File: src/rtl/pci_target_responder.sv
// PCI memory target with a 16-word register file in a 64-byte window.
// It decodes memory read/write commands and supports zero-wait-state bursts.
module pci_target_responder #(
    parameter logic [31:0] BASE_ADDR = 32'h0000_1000,
    parameter int unsigned MEM_WORDS = 16
) (
    input  logic        clk,
    input  logic        reset,
    input  logic        FRAME_,
    input  logic        IRDY_,
    input  logic [3:0]  C_BE_,
    input  logic [31:0] AD_in,
    output logic [31:0] AD_out,
    output logic        AD_oe,
    output logic        DEVSEL_,
    output logic        TRDY_
);
    localparam int unsigned IDX_W = $clog2(MEM_WORDS);
    localparam logic [3:0] CMD_MEM_RD = 4'b0110;
    localparam logic [3:0] CMD_MEM_WR = 4'b0111;

    typedef enum logic [1:0] {IDLE, RD_TURN, DATA_RD, DATA_WR} state_t;

    state_t            state;
    logic              frame_q;
    logic [IDX_W-1:0]  idx;
    logic [IDX_W-1:0]  idx_next;
    logic [31:0]       mem [MEM_WORDS];
    logic [31:0]       wr_data;
    logic              addr_phase;
    logic              hit;
    logic              xfer;

    assign addr_phase = !FRAME_ && frame_q;
    assign hit        = (AD_in[31:6] == BASE_ADDR[31:6]) &&
                        ((C_BE_ == CMD_MEM_RD) || (C_BE_ == CMD_MEM_WR));
    assign xfer       = !IRDY_ && !TRDY_;
    assign idx_next   = idx + IDX_W'(1);

    // Merge enabled bytes of the bus into the currently addressed word
    always_comb begin
        wr_data = mem[idx];
        for (int i = 0; i < 4; i++) begin
            if (!C_BE_[i]) wr_data[8*i +: 8] = AD_in[8*i +: 8];
        end
    end

    always_ff @(posedge clk or posedge reset) begin
        if (reset) begin
            state   <= IDLE;
            frame_q <= 1'b1;
            idx     <= '0;
            AD_out  <= '0;
            AD_oe   <= 1'b0;
            DEVSEL_ <= 1'b1;
            TRDY_   <= 1'b1;
            for (int i = 0; i < MEM_WORDS; i++) mem[i] <= '0;
        end else begin
            frame_q <= FRAME_;
            case (state)
                IDLE: begin
                    if (addr_phase && hit) begin
                        idx     <= AD_in[5:2];
                        DEVSEL_ <= 1'b0;
                        if (C_BE_ == CMD_MEM_WR) begin
                            TRDY_ <= 1'b0;
                            state <= DATA_WR;
                        end else begin
                            state <= RD_TURN;
                        end
                    end
                end
                RD_TURN: begin
                    if (FRAME_ && IRDY_) begin
                        state   <= IDLE;
                        DEVSEL_ <= 1'b1;
                        TRDY_   <= 1'b1;
                        AD_oe   <= 1'b0;
                        AD_out  <= '0;
                    end else begin
                        AD_oe  <= 1'b1;
                        AD_out <= mem[idx];
                        TRDY_  <= 1'b0;
                        state  <= DATA_RD;
                    end
                end
                DATA_RD: begin
                    // Last data phase or abort both release the bus
                    if (FRAME_ && (xfer || IRDY_)) begin
                        state   <= IDLE;
                        DEVSEL_ <= 1'b1;
                        TRDY_   <= 1'b1;
                        AD_oe   <= 1'b0;
                        AD_out  <= '0;
                    end else if (xfer) begin
                        idx    <= idx_next;
                        AD_out <= mem[idx_next];
                    end
                end
                DATA_WR: begin
                    if (xfer) mem[idx] <= wr_data;
                    if (FRAME_ && (xfer || IRDY_)) begin
                        state   <= IDLE;
                        DEVSEL_ <= 1'b1;
                        TRDY_   <= 1'b1;
                        AD_oe   <= 1'b0;
                        AD_out  <= '0;
                    end else if (xfer) begin
                        idx <= idx_next;
                    end
                end
                default: state <= IDLE;
            endcase
        end
    end
endmodule

File: config.mk
export PLATFORM = sky130hd
export DESIGN_NAME = pci_target_responder
export DESIGN_NICKNAME = d
export VERILOG_FILES = /design/src/rtl/pci_target_responder.sv
export SDC_FILE = /design/constraint.sdc
export NUM_CORES = 2
export LEC_CHECK = 0
export CORE_AREA = 2 2 307 278
export CTS_BUF_LIST = sky130_fd_sc_hd__clkbuf_8 sky130_fd_sc_hd__clkbuf_16
export CTS_CLUSTER_DIAMETER = 60
export DETAILED_ROUTE_END_ITERATION = 6
export DIE_AREA = 0 0 309 280
export GPL_TIMING_DRIVEN = 0
export HOLD_SLACK_MARGIN = 0.03
export SYNTH_ARGS = -nofsm -noshare
export SYNTH_HDL_FRONTEND = slang
export SYNTH_SLANG_ARGS = --single-unit
File: constraint.sdc
create_clock -name clk -period 44.3 [get_ports clk]
set_input_delay 11.075 -clock clk [delete_from_list [all_inputs] [get_ports clk]]
set_output_delay 11.075 -clock clk [all_outputs]
set_load 0.1 [all_outputs]
==> summary.md <==
| Metric | Value |
|---|---|
| Status | `finished clean` |
| Final WL | `between 100000 and 150000 µm` |
| Count of cell types in the netlist | `38` |
| ANT nets after route | `0` |
| Largest net degree at the start of global routing | `approximately 130` |
| Syn nets | `2626` |
| Vias/cell | `a little under 6` |
| N_diodes | `0` |
| H-tree levels | `2` |
| Initial antenna violation count | `2` |
| Top FF cell, synth | `dfrtp_1` |
| Clock root buffer | `clkbuf_16` |
| Most common cell in the synthesized netlist | `a21oi_1` |
| First-pass GRT wire length | `155500 µm` |
| DR DRC count | `0` |
| Die Ht | `280 µm` |
| Warning count from the yosys run | `0` |
| WL met1 | `43210 µm` |
| Period minus WS final | `between 10 and 15 ns` |
| DR pass1 iterations | `5` |
| LEAKAGE | `13.82 nW` |
| Setup bufs post-CTS | `0` |
| DRT iter0 DRCs | `~2800` |
| Asr flop ratio synth | `1.000` |
| Worst min-delay path class | `reg2reg` |
| Core area | `83660 µm²` |
| Fin. Hold Viols | `0` |
| Max-slew violation count | `0` |
| Final Skew | `about 0.027 ns` |
| CTS max path bufs | `3` |
| CTS tree | `done` |
| Mapped cell area | `approximately 29000 µm²` |
| Cell taking the most area after synthesis | `dfrtp_1` |
| Clk slew on worst S/H paths | `0.06 ns` |
| FP Rows | `a little over 100` |
| Fin crit share | `0.3241` |
| Peak Freq | `69.64 MHz` |
| Relative slew slack | `0.1114` |
| Post-CTS sizing | `0` |
| Nets | `about 2800` |
| Post-synth EDFFs | `0` |
| Routability cong. | `around 0.91` |
| Seq/Total Area, Yosys | `0.4792` |
| Met3 routed WL | `around 12000 µm` |
| CP Launch Type | `input pin` |
| PwrDens | `between 30 and 40 nW/µm²` |
| TritonCTS buffer count | `60` |
| Yosys top cell area share | `0.4764` |
| WL met2 | `roughly 46000 µm` |
| Power, Total | `between 1 and 1.5 mW` |
| Top area cells in the synthesized netlist | `dfrtp_1, mux4_2, a21oi_1` |
| WP data required | `around 45 ns` |
| Worst EP arrival | `14.87 ns` |
| WL per Instance | `27.05 µm` |
| Die Area | `between 80000 and 90000 µm²` |
| Crit Path Category | `in2reg` |
| Max_cap viols | `0` |
| Via count | `22770` |
| Layout area overhead | `14.63%` |
| Uppermost layer routed | `met5` |
| CP Capture Type | `flip-flop` |
| RSZ-0062 raised after global routing | `false` |
| GRT Util Overall | `0.2450` |
| Setup_tns | `0 ns` |
| DPL Wire Length | `72680 µm` |
| TritonCTS Sinks | `roughly 550` |
| Vias in the first global route | `roughly 23000` |
| Peak VDD IR | `about 0.000034 V` |
| Post-Syn Instances | `around 2600` |
| Die X | `around 310 µm` |
| Initial core utilization | `0.3459` |
| Top cells by count, synth | `a21oi_1, dfrtp_1, nor2_1` |
| Share of cells above drive strength 1 | `0.1780` |
| Slew @ Worst Pin | `between 1 and 1.5 ns` |
| Synthesized area per cell | `about 11 µm²` |
| Port Buffers | `70` |
| Cts hold-fix bufs | `0` |
| GRT Residual Overflow | `0` |
| #FFs+latches synth | `554` |
| Top Ports | `between 70 and 80` |
| Final setup fails | `0` |
| Clk_lat worst skew | `roughly 0.66 ns` |
| Crit path max fanout | `10` |
==> final timing paths <==
kind	from	end	slack (ns)	depth (start not counted)
setup / recovery	FRAME_	AD_out[22]	29.94	6
hold / removal	mem[288]	mem[288]	0.55	2
setup reg to reg	idx[0]	AD_out[22]	38.90	14
hold reg to reg	mem[288]	mem[288]	0.55	2
max in group asynchronous	reset	mem[180]	31.79	5
min in group asynchronous	reset	mem[453]	11.02	3
==> metal layers <==
metal / vias up / track usage
met5: - / 0.007941
met4: 6 / 0.09061
met3: 215 / 0.07538
met1: 11780 / 0.3392
li1: 9576 / -
met2: 1198 / 0.3608
==> flip-flops by register name, summed over array words and instances, names as in the netlist <==
register and count:
mem 512, frame_q 1, AD_oe 1, TRDY_ 1, idx 4, AD_out 32
DEVSEL_ 1, state 2
==> layout make-up <==
cell class,count,area [µm²]
repair buffers,75,838.3
clock inverters,31,249.0
inverters,4,22.52
well taps,1133,1418
multi-input cells,1787,13880
flip-flops and latches,554,13870
fillers,8162,50480
plain buffers,237,1182
clock buffers,76,1722
==> where the power goes <==
group | internal [mW] | switching, mW | leakage, nW
clock network | 0.290 | 0.222 | 1.04
logic | 0.0324 | 0.0691 | 5.05
registers | 0.507 | 0.000541 | 7.73
total | 0.829 | 0.291 | 13.8
==> metrics by stage <==
| stage | cell area [µm²] | hold WS (ns) | setup slack [ns] | utilization | cells |
|---|---|---|---|---|---|
| floorplan | 28940 | 0.5064 | 17.74 | - | 2582 |
| global placement | 31060 | 0.5196 | 10.32 | 0.3713 | 3785 |
| detailed placement | 31200 | 0.5336 | 29.42 | 0.3730 | 3790 |
| CTS | 33170 | 0.5458 | 30.10 | 0.3965 | 3897 |
| global route | 33170 | 0.5633 | 29.88 | 0.3965 | 3897 |
| finish | 33170 | 0.5464 | 29.94 | 0.3965 | 3897 |
==> cells by family (layout without fill, tap and decap cells) <==
group / Yosys count / count (layout) / synth area share
AND/OR/NAND/NOR: 763 / 763 / 0.1094
buffers and inverters: 241 / 423 / 0.04137
AO/OA/AOI/OAI: 630 / 630 / 0.1111
multiplexers: 387 / 387 / 0.2563
adder cells (fa/ha/maj): 4 / 4 / 0.001729
XOR/XNOR: 3 / 3 / 0.0009081
flip-flops: 554 / 554 / 0.4792
==> layout by cell type, fill, tap and decap left out, types with 7 or more instances in the layout <==
cell type	instances
mux4_2	256
buf_2	45
clkbuf_8	16
inv_1	20
o22ai_1	32
buf_4	37
buf_1	12
mux2i_2	7
mux2i_4	25
buf_6	13
nand2_1	140
mux2i_1	97
clkbuf_16	60
or4_1	32
dfrtp_1	551
nor2_1	532
o21ai_0	7
clkbuf_1	130
nor2b_1	34
a21oi_1	585
clkdlybuf4s50_1	70
==> critical path, cell delays in order <==
cell and delay, ns:
clkdlybuf4s50_1 1.01, o21ai_0 0.21, a21oi_1 0.94, clkbuf_1 0.79, nor2b_1 0.18, or4_1 0.63
(Power assumes the default switching activity.)
==> RTL change, RTL diff (config.mk and constraints unchanged) <==
Encoding of `state_t`: now one-hot (4 bits for 4 states).
--- a/src/rtl/pci_target_responder.sv
+++ b/src/rtl/pci_target_responder.sv
@@ -19,7 +19,7 @@
     localparam logic [3:0] CMD_MEM_RD = 4'b0110;
     localparam logic [3:0] CMD_MEM_WR = 4'b0111;
 
-    typedef enum logic [1:0] {IDLE, RD_TURN, DATA_RD, DATA_WR} state_t;
+    typedef enum logic [3:0] {IDLE = 4'b0001, RD_TURN = 4'b0010, DATA_RD = 4'b0100, DATA_WR = 4'b1000} state_t;
 
     state_t            state;
     logic              frame_q;
Behaviour: no difference found for any inputs over 4 cycles, from zero or initial values and one cycle with reset high; so few cycles prove little.
==> RTL change against the unedited design <==
Sequential cell count rose by 2; final area is 1.6% higher; routed wire length decreased by 0.26%; clock power is 0.8% higher; die area unchanged; worst setup slack better by 0.73 ns; combinational power increased by 20%; sequential share of layout area decreased by 0.52 points; total power grew 2.9%; sequential power increased by 2%; area after synthesis is 1.8% higher; maximum frequency is 5.4% higher.
==> RTL change: results (changes against the unedited design) <==
- DP Wirelength: 74900 um (+3.0%)
- Synth top cells by count: 552 x dfrtp_1, 307 x mux2_2, 276 x nand2_1
- Yosys cell types: 52 (+37%)
- Outcome: complete, no violations
- First-pass GRT wire length: 154000 um (-0.68%)
- Mux cell area share after synthesis: 32.3% (+6.7 points)
- DR iter-0 viols: 2736 (-2.1%)
- Slew at the pin with the worst max-slew slack: 1.28 ns (-0.0457 ns)
- # port buffers: 74 (+5.7%)
- DR pass1 iterations: 5 (unchanged)
- GRT Total Usage: 24.2% (-0.28 points)
- Cts bufs inserted: 59 (-1.7%)
- Synth Area in Adders: 0.170% (-0.0030 points)
- Largest registers: mem: 512 flops, AD_out: 32 flops
- R2R setup slack: 38.15 ns (-0.75 ns)
- Later-pin clock latency in the skew report: 0.64 ns (-0.02 ns)
- Synth Warn #: 0 (unchanged)
- Peak VDD IR: 29.4 uV (-13%)
- Asr flop ratio synth: 100% (unchanged)
- WP data arrival: 14.16 ns (-0.71 ns)
- Layout cells sized above 1: 28.2% (+10 points)
- Placement-stage cell area: 31700 um2 (+1.7%)
- Clock skew: 0.0173 ns (-0.00954 ns)
- Largest net degree at the start of global routing: 136 (+7.1%)
- Register area share after synthesis: 47.3% (-0.66 points)
- Max H-tree Level: 2 (unchanged)
- Maximum clock insertion buffer count: 3 (unchanged)
- CTS root buffer: clkbuf_16
- XOR/XNOR Fraction of Synth Area: 0.115% (+0.024 points)
- Pre-CTS setup slack: 30.12 ns (+0.703 ns)
- Vias: 22500 (-1.2%)
- Ranking of synthesized cells by area: dfrtp_1 47%, mux4_2 15%, mux2_2 12%, mux2i_1 5.6%, o21ai_0 4.5%
- Resized Gates After CTS: 0 (unchanged)
- Setup WS post-layout: 30.68 ns (+0.735 ns)
- Total Wirelength: 105000 um (-0.26%)
- GPL Wtd Cong: 0.922 (+1.5%)
- Synth Area in Compound Gates: 10.3% (-0.82 points)
- Final #Nets: 2547 (-7.8%)
- Initial antenna violation count: 1 (-1)
- Leakage: 14.6 nW (+5.3%)
==> RTL change: cell types whose count changed after synthesis, sizes merged, moves of 64 or more <==
cell,change
a21oi,-581
mux2,+312
mux4,-64
nand2,+136
nor2,-455
o21ai,+281
==> RTL change: through the flow <==
stage | cells | hold WS, ns
floorplan | 2364 | 0.461
global placement | 3571 | 0.473
detailed placement | 3575 | 0.479
CTS | 3682 | 0.490
global route | 3682 | 0.494
finish | 3683 | 0.480
==> RTL change: path summary, 6_finish.rpt <==
kind / start / end / cells past startpoint
worst min register to register: DEVSEL_ / DEVSEL_ / 2
min in group asynchronous: reset / mem[137] / 2
worst min-delay path: DEVSEL_ / DEVSEL_ / 2
worst max-delay path: C_BE_[3] / mem[189] / 6
worst max register to register: idx[0] / AD_out[13] / 13
max in group asynchronous: reset / mem[307] / 4
==> RTL change: cells by family after synthesis <==
| kind of cell | Yosys count |
|---|---|
| buffers and inverters | 220 |
| AO/OA/AOI/OAI | 466 |
| flip-flops | 556 |
| multiplexers | 672 |
| AND/OR/NAND/NOR | 443 |
| adder cells (fa/ha/maj) | 4 |
| XOR/XNOR | 3 |
==> RTL change: power breakdown <==
group / total [mW] / internal [mW] / switching, mW
clock network: 0.515 / 0.297 / 0.218
logic: 0.122 / 0.0331 / 0.0893
registers: 0.515 / 0.511 / 0.00424
total: 1.15 / 0.841 / 0.311
==> RTL change: layout make-up <==
| class | count | area [um2] |
|---|---|---|
| plain buffers | 184 | 806 |
| multi-input cells | 1588 | 14600 |
| inverters | 36 | 143 |
| diodes | 1 | 2.50 |
| clock buffers | 73 | 1690 |
| flip-flops and latches | 556 | 13900 |
| fillers | 7923 | 49900 |
| repair buffers | 78 | 851 |
| well taps | 1133 | 1420 |
| clock inverters | 34 | 293 |
==> RTL change: metal layers <==
| layer | routed length [um] | global-route usage [%] | vias up |
|---|---|---|---|
| met5 | 0 | 0 | - |
| met4 | 4210 | 9.45 | 0 |
| met3 | 10800 | 6.02 | 210 |
| met2 | 46100 | 35.8 | 1266 |
| met1 | 44100 | 34.1 | 11900 |
| li1 | - | - | 9150 |
==> RTL change: worst max-delay path, stage by stage <==
cell             delay [ns]
clkdlybuf4s50_1        0.56
clkbuf_1               0.69
nand2b_1               0.49
o32ai_2                0.75
nor2_1                 0.31
o21ai_0                0.27
